===== src/rtl/yd_dbus_arb_if.sv =====
// Bundle of core data-bus, host requester and data-RAM signals around the dbus arbiter.
// The master modport is the arbiter's view; slave is the surrounding core/host/RAM side.
interface yd_dbus_arb_if #(
  parameter int unsigned AW = 16,
  parameter int unsigned DW = 16
);
  logic          c_req;
  logic [AW-1:0] c_addr;
  logic [DW-1:0] c_din;
  logic          c_we;
  logic [DW-1:0] c_dout;
  logic          c_hold;
  logic          h_req;
  logic          h_we;
  logic [AW-1:0] h_addr;
  logic [DW-1:0] h_wdata;
  logic          h_ack;
  logic          h_rvalid;
  logic [DW-1:0] h_rdata;
  logic [AW-1:0] m_addr;
  logic [DW-1:0] m_din;
  logic          m_we;
  logic [DW-1:0] m_dout;

  modport master (
    input  c_req, c_addr, c_din, c_we, h_req, h_we, h_addr, h_wdata, m_dout,
    output c_dout, c_hold, h_ack, h_rvalid, h_rdata, m_addr, m_din, m_we
  );

  modport slave (
    output c_req, c_addr, c_din, c_we, h_req, h_we, h_addr, h_wdata, m_dout,
    input  c_dout, c_hold, h_ack, h_rvalid, h_rdata, m_addr, m_din, m_we
  );
endinterface


===== src/rtl/yd_dbus_arb.sv =====
// Shares the single-port data RAM between the core (strict priority) and a host requester;
// a bounded wait forces one core stall cycle so the host is never starved.
module yd_dbus_arb #(
  parameter int unsigned AW       = 16,
  parameter int unsigned DW       = 16,
  parameter int unsigned MAX_WAIT = 8,
  parameter int unsigned CW       = 4
) (
  input  logic            clk,
  input  logic            rst,
  yd_dbus_arb_if.master   bus
);

  typedef enum logic [1:0] {IDLE, WAIT, HOLD, RESP} state_e;

  localparam logic [CW-1:0] WAIT_LAST = CW'(MAX_WAIT - 1);

  state_e        state_q, state_d;
  logic [CW-1:0] cnt_q, cnt_d;
  logic [DW-1:0] rdata_q, rdata_d;
  logic          grant;
  logic          core_we;

  // Host owns the bus on an idle core slot in WAIT, or unconditionally in HOLD.
  assign grant   = ((state_q == WAIT) && bus.h_req && !bus.c_req) || (state_q == HOLD);
  // Core writes are masked while reset is asserted so nothing reaches the RAM.
  assign core_we = rst && bus.c_req && bus.c_we;

  assign bus.h_ack    = grant;
  assign bus.c_hold   = (state_q == HOLD);
  assign bus.h_rvalid = (state_q == RESP);
  assign bus.h_rdata  = (state_q == RESP) ? bus.m_dout : rdata_q;
  assign bus.c_dout   = bus.m_dout;
  assign bus.m_addr   = grant ? bus.h_addr  : bus.c_addr;
  assign bus.m_din    = grant ? bus.h_wdata : bus.c_din;
  assign bus.m_we     = grant ? bus.h_we    : core_we;

  always_comb begin
    state_d = state_q;
    cnt_d   = cnt_q;
    rdata_d = rdata_q;
    case (state_q)
      IDLE: begin
        if (bus.h_req) begin
          state_d = WAIT;
          cnt_d   = '0;
        end
      end
      WAIT: begin
        if (!bus.h_req) begin
          state_d = IDLE;
          cnt_d   = '0;
        end else if (!bus.c_req) begin
          state_d = bus.h_we ? IDLE : RESP;
          cnt_d   = '0;
        end else begin
          // Core kept the slot: count the lost cycle, force a stall once the budget is spent.
          cnt_d = cnt_q + CW'(1);
          if (cnt_q == WAIT_LAST) state_d = HOLD;
        end
      end
      HOLD: begin
        state_d = bus.h_we ? IDLE : RESP;
        cnt_d   = '0;
      end
      RESP: begin
        rdata_d = bus.m_dout;
        state_d = bus.h_req ? WAIT : IDLE;
        cnt_d   = '0;
      end
      default: begin
        state_d = IDLE;
        cnt_d   = '0;
      end
    endcase
  end

  always_ff @(posedge clk or negedge rst) begin
    if (!rst) begin
      state_q <= IDLE;
      cnt_q   <= '0;
      rdata_q <= '0;
    end else begin
      state_q <= state_d;
      cnt_q   <= cnt_d;
      rdata_q <= rdata_d;
    end
  end

endmodule


===== src/flat_wrapper.sv =====
// flat-port wrapper written by rule: the top's interface ports become plain ports
module yd_dbus_arb_flat 
#(
  parameter int unsigned AW       = 16,
  parameter int unsigned DW       = 16,
  parameter int unsigned MAX_WAIT = 8,
  parameter int unsigned CW       = 4
)
  (clk, rst, bus_c_req, bus_c_addr, bus_c_din, bus_c_we, bus_h_req, bus_h_we, bus_h_addr, bus_h_wdata, bus_m_dout, bus_c_dout, bus_c_hold, bus_h_ack, bus_h_rvalid, bus_h_rdata, bus_m_addr, bus_m_din, bus_m_we);
  yd_dbus_arb_if #(.AW(AW), .DW(DW)) bus_i ();
  input  logic clk;
  input  logic rst;
  input wire logic [$bits(bus_i.c_req)-1:0] bus_c_req;
  input wire logic [$bits(bus_i.c_addr)-1:0] bus_c_addr;
  input wire logic [$bits(bus_i.c_din)-1:0] bus_c_din;
  input wire logic [$bits(bus_i.c_we)-1:0] bus_c_we;
  input wire logic [$bits(bus_i.h_req)-1:0] bus_h_req;
  input wire logic [$bits(bus_i.h_we)-1:0] bus_h_we;
  input wire logic [$bits(bus_i.h_addr)-1:0] bus_h_addr;
  input wire logic [$bits(bus_i.h_wdata)-1:0] bus_h_wdata;
  input wire logic [$bits(bus_i.m_dout)-1:0] bus_m_dout;
  output wire logic [$bits(bus_i.c_dout)-1:0] bus_c_dout;
  output wire logic [$bits(bus_i.c_hold)-1:0] bus_c_hold;
  output wire logic [$bits(bus_i.h_ack)-1:0] bus_h_ack;
  output wire logic [$bits(bus_i.h_rvalid)-1:0] bus_h_rvalid;
  output wire logic [$bits(bus_i.h_rdata)-1:0] bus_h_rdata;
  output wire logic [$bits(bus_i.m_addr)-1:0] bus_m_addr;
  output wire logic [$bits(bus_i.m_din)-1:0] bus_m_din;
  output wire logic [$bits(bus_i.m_we)-1:0] bus_m_we;
  assign bus_i.c_req = bus_c_req;
  assign bus_i.c_addr = bus_c_addr;
  assign bus_i.c_din = bus_c_din;
  assign bus_i.c_we = bus_c_we;
  assign bus_i.h_req = bus_h_req;
  assign bus_i.h_we = bus_h_we;
  assign bus_i.h_addr = bus_h_addr;
  assign bus_i.h_wdata = bus_h_wdata;
  assign bus_i.m_dout = bus_m_dout;
  assign bus_c_dout = bus_i.c_dout;
  assign bus_c_hold = bus_i.c_hold;
  assign bus_h_ack = bus_i.h_ack;
  assign bus_h_rvalid = bus_i.h_rvalid;
  assign bus_h_rdata = bus_i.h_rdata;
  assign bus_m_addr = bus_i.m_addr;
  assign bus_m_din = bus_i.m_din;
  assign bus_m_we = bus_i.m_we;
  yd_dbus_arb #(.AW(AW), .DW(DW), .MAX_WAIT(MAX_WAIT), .CW(CW)) u_core (.clk(clk), .rst(rst), .bus(bus_i));
endmodule

===== config.mk =====
export PLATFORM = sky130hd
export DESIGN_NAME = yd_dbus_arb_flat
export DESIGN_NICKNAME = d
export VERILOG_FILES = /design/src/rtl/yd_dbus_arb_if.sv /design/src/rtl/yd_dbus_arb.sv /design/src/flat_wrapper.sv
export SDC_FILE = /design/constraint.sdc
export NUM_CORES = 1
export LEC_CHECK = 0
export BUFFER_PORTS_ARGS = -buffer_cell sky130_fd_sc_hd__buf_2
export CORE_UTILIZATION = 39
export CTS_CLUSTER_SIZE = 40
export DETAILED_ROUTE_END_ITERATION = 10
export GPL_TIMING_DRIVEN = 0
export PLACE_DENSITY = 0.86
export SKIP_LAST_GASP = 1
export SLEW_MARGIN = 20
export SYNTH_ARGS = -nofsm -noshare
export SYNTH_HDL_FRONTEND = slang
export SYNTH_SLANG_ARGS = --single-unit

===== constraint.sdc =====
create_clock -name clk -period 3.3 [get_ports clk]
set_input_delay 0.33 -clock clk [delete_from_list [all_inputs] [get_ports clk]]
set_output_delay 0.33 -clock clk [all_outputs]
set_load 0.01 [all_outputs]

# [Word-level counts from Yosys, hierarchy flattened]
# Index checks and enable logic that the tools add are counted.
[word_totals] output_inout_bits=68 ff_bits=22
[op_classes] add_sub_neg=1 eq_ne=6 n_mux=15 n_reduce_logical=9
[op_table] operator="$mux 16" count=3
[op_table] operator="$mux 4" count=3
[op_table] operator="$pmux 4 s3" count=1
[op_table] operator="$mux 2" count=5
[op_table] operator="$pmux 2 s4" count=1
[op_table] operator="$add 4x1->4 const B" count=1
[op_table] operator="$eq 2x2->1 const B" count=2
[op_table] operator="$eq 4x3->1 const B" count=1
[op_table] operator="$logic_and 1x1->1" count=4
[op_table] operator="$ne 4x4->1 const B" count=1
[op_table] operator="$eq 2x1->1 const B" count=1
[op_table] operator="$logic_not 2->1" count=1
[op_table] operator="$mux 1" count=2
[op_table] operator="$ne 2x2->1 const B" count=1
[op_table] operator="$reduce_and 2->1" count=1
[op_table] operator="$reduce_or 2->1" count=1
[op_table] operator="$logic_not 1->1" count=1
[op_table] operator="$logic_or 1x1->1" count=1

# [Longest topological paths before layout]
[logic_depth] ltp_word=5 mapped_depth=5

# [Worst setup path after synthesis]
# OpenSTA, ideal clock, no wires.
[synth_path] kind="reg-to-output" startpoint="register u_core.state_q[1]" endpoint="output bus_m_addr[0]" path_stages_with_launch=6 path_buffers=3 arrival_time_ns=1.398 path_slack_ns=1.572 t_required_ns=2.970 cell_sequence="dfrtp_1 -> buf_2 -> o31a_1 -> buf_4 -> buf_6 -> mux2_4"
[synth_via] elab_chain_len=5 elab_cells_between_ends=6 classes_between="2 x eq/ne; 1 x mux; 3 x reduce/logical"
[synth_rtl] item="start, declared" line="yd_dbus_arb.sv:18" rtl="state_e state_q, state_d;"
[synth_rtl] item="start signal, assigned" line="yd_dbus_arb.sv:84" rtl="state_q <= state_d;"
[synth_rtl] item="$eq 2x1->1" line="yd_dbus_arb.sv:25" rtl="assign grant = ((state_q == WAIT) && bus.h_req && !bus.c_req) || (state_q == HOLD);"
[synth_rtl] item="$logic_and 1x1->1 (2 in a row)" line="yd_dbus_arb.sv:25"
[synth_rtl] item="$logic_or 1x1->1 *" line="yd_dbus_arb.sv:25"
[synth_rtl] item="$mux 16 *" line="yd_dbus_arb.sv:34" rtl="assign bus.m_addr = grant ? bus.h_addr : bus.c_addr;"
[synth_rtl] item="end, declared" line="flat_wrapper.sv:27" rtl="output wire logic [$bits(bus_i.m_addr)-1:0] bus_m_addr;"
# Every way passes the cells marked *; elsewhere a longest branch is shown, timed or not.

# [Worst setup path in the final report]
[layout_path] startpoint="register u_core.state_q[1]" endpoint="output bus_h_rdata[11]"
[layout_via] elab_chain_len=2
[layout_rtl] item="$eq 2x2->1" line="yd_dbus_arb.sv:32" rtl="assign bus.h_rdata = (state_q == RESP) ? bus.m_dout : rdata_q;"
[layout_rtl] item="$mux 16"
[layout_rtl] item="end, declared" line="flat_wrapper.sv:26" rtl="output wire logic [$bits(bus_i.h_rdata)-1:0] bus_h_rdata;"
# Every way passes these cells.

==> metrics list <==
- In this run the remaining antenna-violating nets after routing total 0.
- Metal2 WL: 2207 µm
* Htree depth: 1
- The congestion estimate from routability-driven global placement came to 0.8871.
* Int Power: 690.7 µW
- Tracing the worst setup path back leads to its startpoint at u_core.state_q[1].
- Critical path's largest stage delay: 380 ps
- Post-CTS timing repair inserted 0 buffers for setup.
* Setup repair after global routing missed its margin: false
- Clk buf depth: 2
- Most used cells in the layout excluding fill and tap cells: sky130_fd_sc_hd__buf_2 (155), sky130_fd_sc_hd__mux2_4 (29), sky130_fd_sc_hd__dfrtp_1 (22), sky130_fd_sc_hd__mux2_2 (20), sky130_fd_sc_hd__buf_4 (17)
- Highest net fanout along the worst path: 10
- Leftover overflow at the end of global routing: 0
- # diodes: 0
- Capture instance of the worst register-to-register path: u_core.rdata_q[11]
- Critical path endpoint category: output port
- Crit-path slowest cell: sky130_fd_sc_hd__dfrtp_1
- Of the total power, the clock network draws 19.4%.
- The first detailed-routing pass took 4 iterations.
- The final critical path takes up 68.80% of the cycle.
* Utilization of the core after routing: 65.30%
* Post-Synthesis Cell Area: 1582 µm²
* Syn Area/Cell: 12.55 µm²
- Largest cells by area after synthesis: sky130_fd_sc_hd__dfrtp_1 (35%), sky130_fd_sc_hd__mux2_4 (28%), sky130_fd_sc_hd__mux2_2 (14%), sky130_fd_sc_hd__buf_4 (8.1%), sky130_fd_sc_hd__buf_6 (2.1%)
* Initial cell density of the core: 41.94%
* Combinational group share of total power: 44.6%
- Buffers inserted to repair hold after CTS numbered 0.
- Area inside the core boundary: 3771 µm²
* Max Fclk: 440.5 MHz
- Post-Syn Instances: 126
* Power density relative to cell area: 404.0 nW/µm²
- Type of the worst setup path: flip-flop to output port
- Peak supply drop: 0.3432 mV
- Global routing used 19.97% of the available tracks.
* Worst reg2reg path depth: 4
- Cells traversed along the worst timing path: buf_2, nand2_1, buf_2, mux2_2, buf_2
- TritonCTS built the clock tree.
* # rows: 22
- Final wirelength: 4486 µm
- Top routing layer in use: met4
- Clock sink count: 22
- The via count of the first global-routing pass was 1474.
- The count of buffers added on input and output ports is 153.
* Share of synthesized area occupied by flip-flops and latches: 34.81%
- The routed layout has 1541 vias.
- Entering global routing, the biggest net connects 24 pins.
- WL met3: 504 µm
- Slew Limit Fails: 0
- Min-Delay Path Class: primary input to async pin
- LEAKAGE: 1.467 nW
- The first global-routing pass estimated 6582 µm of wire.
- Data on the critical path arrives at its endpoint at 1940 ps.
- For the worst-skew pair, the clock arrives at the later sink with an insertion delay of 260 ps.
- STA classifies the critical path startpoint as a flip-flop.
- Leading cell type in the layout, fill and taps excluded: sky130_fd_sc_hd__buf_2
- Proportion of layout cells with a drive suffix above 1: 80.92%
- Worst slew margin relative to its limit: 68.05%
* Ports placed on the boundary: 154
- Top-area cell type share of the netlist area: 34.81%
* Resize count post-CTS: 0
* Area growth from synthesis to layout: 55.70%
- Final period demand of the worst path: 2270 ps
- In this run, synthesis produced a sequential element count of 22.
- R2R Setup Slk: 1650 ps
- Netlist cell types: 25
- Warnings from Yosys: 0
- The largest total area in the synthesized netlist belongs to sky130_fd_sc_hd__dfrtp_1.
- STA puts the critical path data required time at 2970 ps.
- When the netlist entered floorplanning its net count stood at 213.
* Die X-Extent: 65.68 µm
- Among the stages of the critical path, the cell type that occurs most often is sky130_fd_sc_hd__buf_2.
- The tree is rooted in a sky130_fd_sc_hd__clkbuf_8.
- The count of endpoints failing hold in the final timing report was 0.
- Total clock buffers created by CTS: 3
* Vertical die dimension: 65.68 µm
- Setup TNS: 0 ps
- The clock arrives with 2.819 ps of skew.
- Clock edge transition at the registers on the reported setup and hold paths: 80 ps
- Number of nets in the layout: 371
- In this run the power spent charging and discharging nets is 304.0 µW.
- For the pin with the worst max-slew slack, the measured transition is 479.3 ps.
- Status: finished, final reports clean
* Maximum capacitance violations: 0
- Count of endpoints failing setup in the final report: 0
* Wire length per cell: 13.55 µm
- First DRT Iteration DRCs: 25
- Fraction of power spent switching nets: 30.56%
- Launch instance of the worst register-to-register path: u_core.state_q[1]
- The number of antenna violations at the first check in global routing was 0.
* Floorplan die area: 4314 µm²
* Routed metal-1 wirelength: 1722 µm
- Via density: 4.656
- Per report_power, the sequential group accounts for 36.0% of the total.
* DRC viols: 0
- The wire-length estimate of the detail-placed layout is 3775 µm.
-- state kept, by name (all words and copies together), names as in the netlist --
register,flops
u_core.state_q,2
u_core.rdata_q,16
u_core.cnt_q,4
-- synthesized netlist by cell type --
library cell / number
sky130_fd_sc_hd__inv_1: 4
sky130_fd_sc_hd__nand2b_1: 1
sky130_fd_sc_hd__nand2_1: 4
sky130_fd_sc_hd__nor3_1: 2
sky130_fd_sc_hd__mux2i_1: 1
sky130_fd_sc_hd__and3_1: 2
sky130_fd_sc_hd__o31a_1: 1
sky130_fd_sc_hd__a22oi_1: 2
sky130_fd_sc_hd__nand3_1: 1
sky130_fd_sc_hd__mux2_4: 29
sky130_fd_sc_hd__a21oi_1: 2
sky130_fd_sc_hd__or2_2: 1
sky130_fd_sc_hd__o32ai_1: 1
sky130_fd_sc_hd__mux2_2: 20
sky130_fd_sc_hd__buf_6: 3
sky130_fd_sc_hd__buf_2: 2
sky130_fd_sc_hd__a311oi_1: 1
sky130_fd_sc_hd__nor2_1: 4
sky130_fd_sc_hd__buf_4: 17
sky130_fd_sc_hd__dfrtp_1: 22
sky130_fd_sc_hd__nor3b_1: 1
sky130_fd_sc_hd__o21a_1: 2
sky130_fd_sc_hd__xor2_1: 1
sky130_fd_sc_hd__nand4b_1: 1
sky130_fd_sc_hd__ha_1: 1
-- metal layers --
layer / up-vias / track usage, %
met5: - / 0
met4: 0 / 5.707
met3: 6 / 4.514
met2: 97 / 37.24
met1: 696 / 22.19
li1: 742 / -
-- worst max-delay path, delay by kind of cell (launching register included) --
family | cells | cell delay, ps
AND/OR/NAND/NOR | 1 | 290
buffers and inverters | 3 | 630
multiplexers | 1 | 380
flip-flops | 1 | 380
-- stage by stage --
stage	setup WS, ps	instances	hold WS, ps	power, mW	cell area, µm²
2_1_floorplan	1572	126	34.41	0.6168	1582
3_3_place_gp	1302	327	324.8	0.8012	2407
3_5_place_dp	1287	327	323.1	0.8111	2407
4_1_cts	990.8	331	35.45	1.006	2462
5_1_grt	890.1	331	59.40	1.055	2462
6_report	1030	331	16.53	0.9947	2462
-- worst max-delay path by stage --
stage	end	cells past startpoint
after floorplan	bus_m_addr[0]	5
after global placement	bus_h_rdata[11]	5
after detailed placement	bus_h_rdata[11]	5
after CTS	bus_h_rdata[11]	5
after global routing	bus_h_rdata[11]	5
final	bus_h_rdata[11]	5
-- logic make-up after synthesis --
logic type	after synthesis	synth area share (%)
flip-flops	22	34.81
adder cells (fa/ha/maj)	1	0.7910
multiplexers	50	42.41
AND/OR/NAND/NOR	17	5.459
AO/OA/AOI/OAI	9	4.193
XOR/XNOR	1	0.5539
buffers and inverters	26	11.79
-- area by class of cell --
| type | count | area, µm² |
|---|---|---|
| Sequential cell | 22 | 550.5 |
| Buffer | 22 | 171.4 |
| Clock buffer | 4 | 55.05 |
| Timing Repair Buffer | 153 | 765.7 |
| Inverter | 4 | 15.01 |
| Tap cell | 48 | 60.06 |
| Multi-Input combinational cell | 78 | 844.6 |
| Fill cell | 314 | 1309 |
-- power by group through the flow --
stage	Clock [mW]	Sequential, mW	Combinational [mW]
after floorplan	0	0.358	0.259
after CTS	0.198	0.360	0.449
after detailed placement	0	0.366	0.445
after global placement	0	0.362	0.439
final	0.193	0.359	0.443
after global routing	0.206	0.367	0.481
Power figures use the tool's default switching activity.
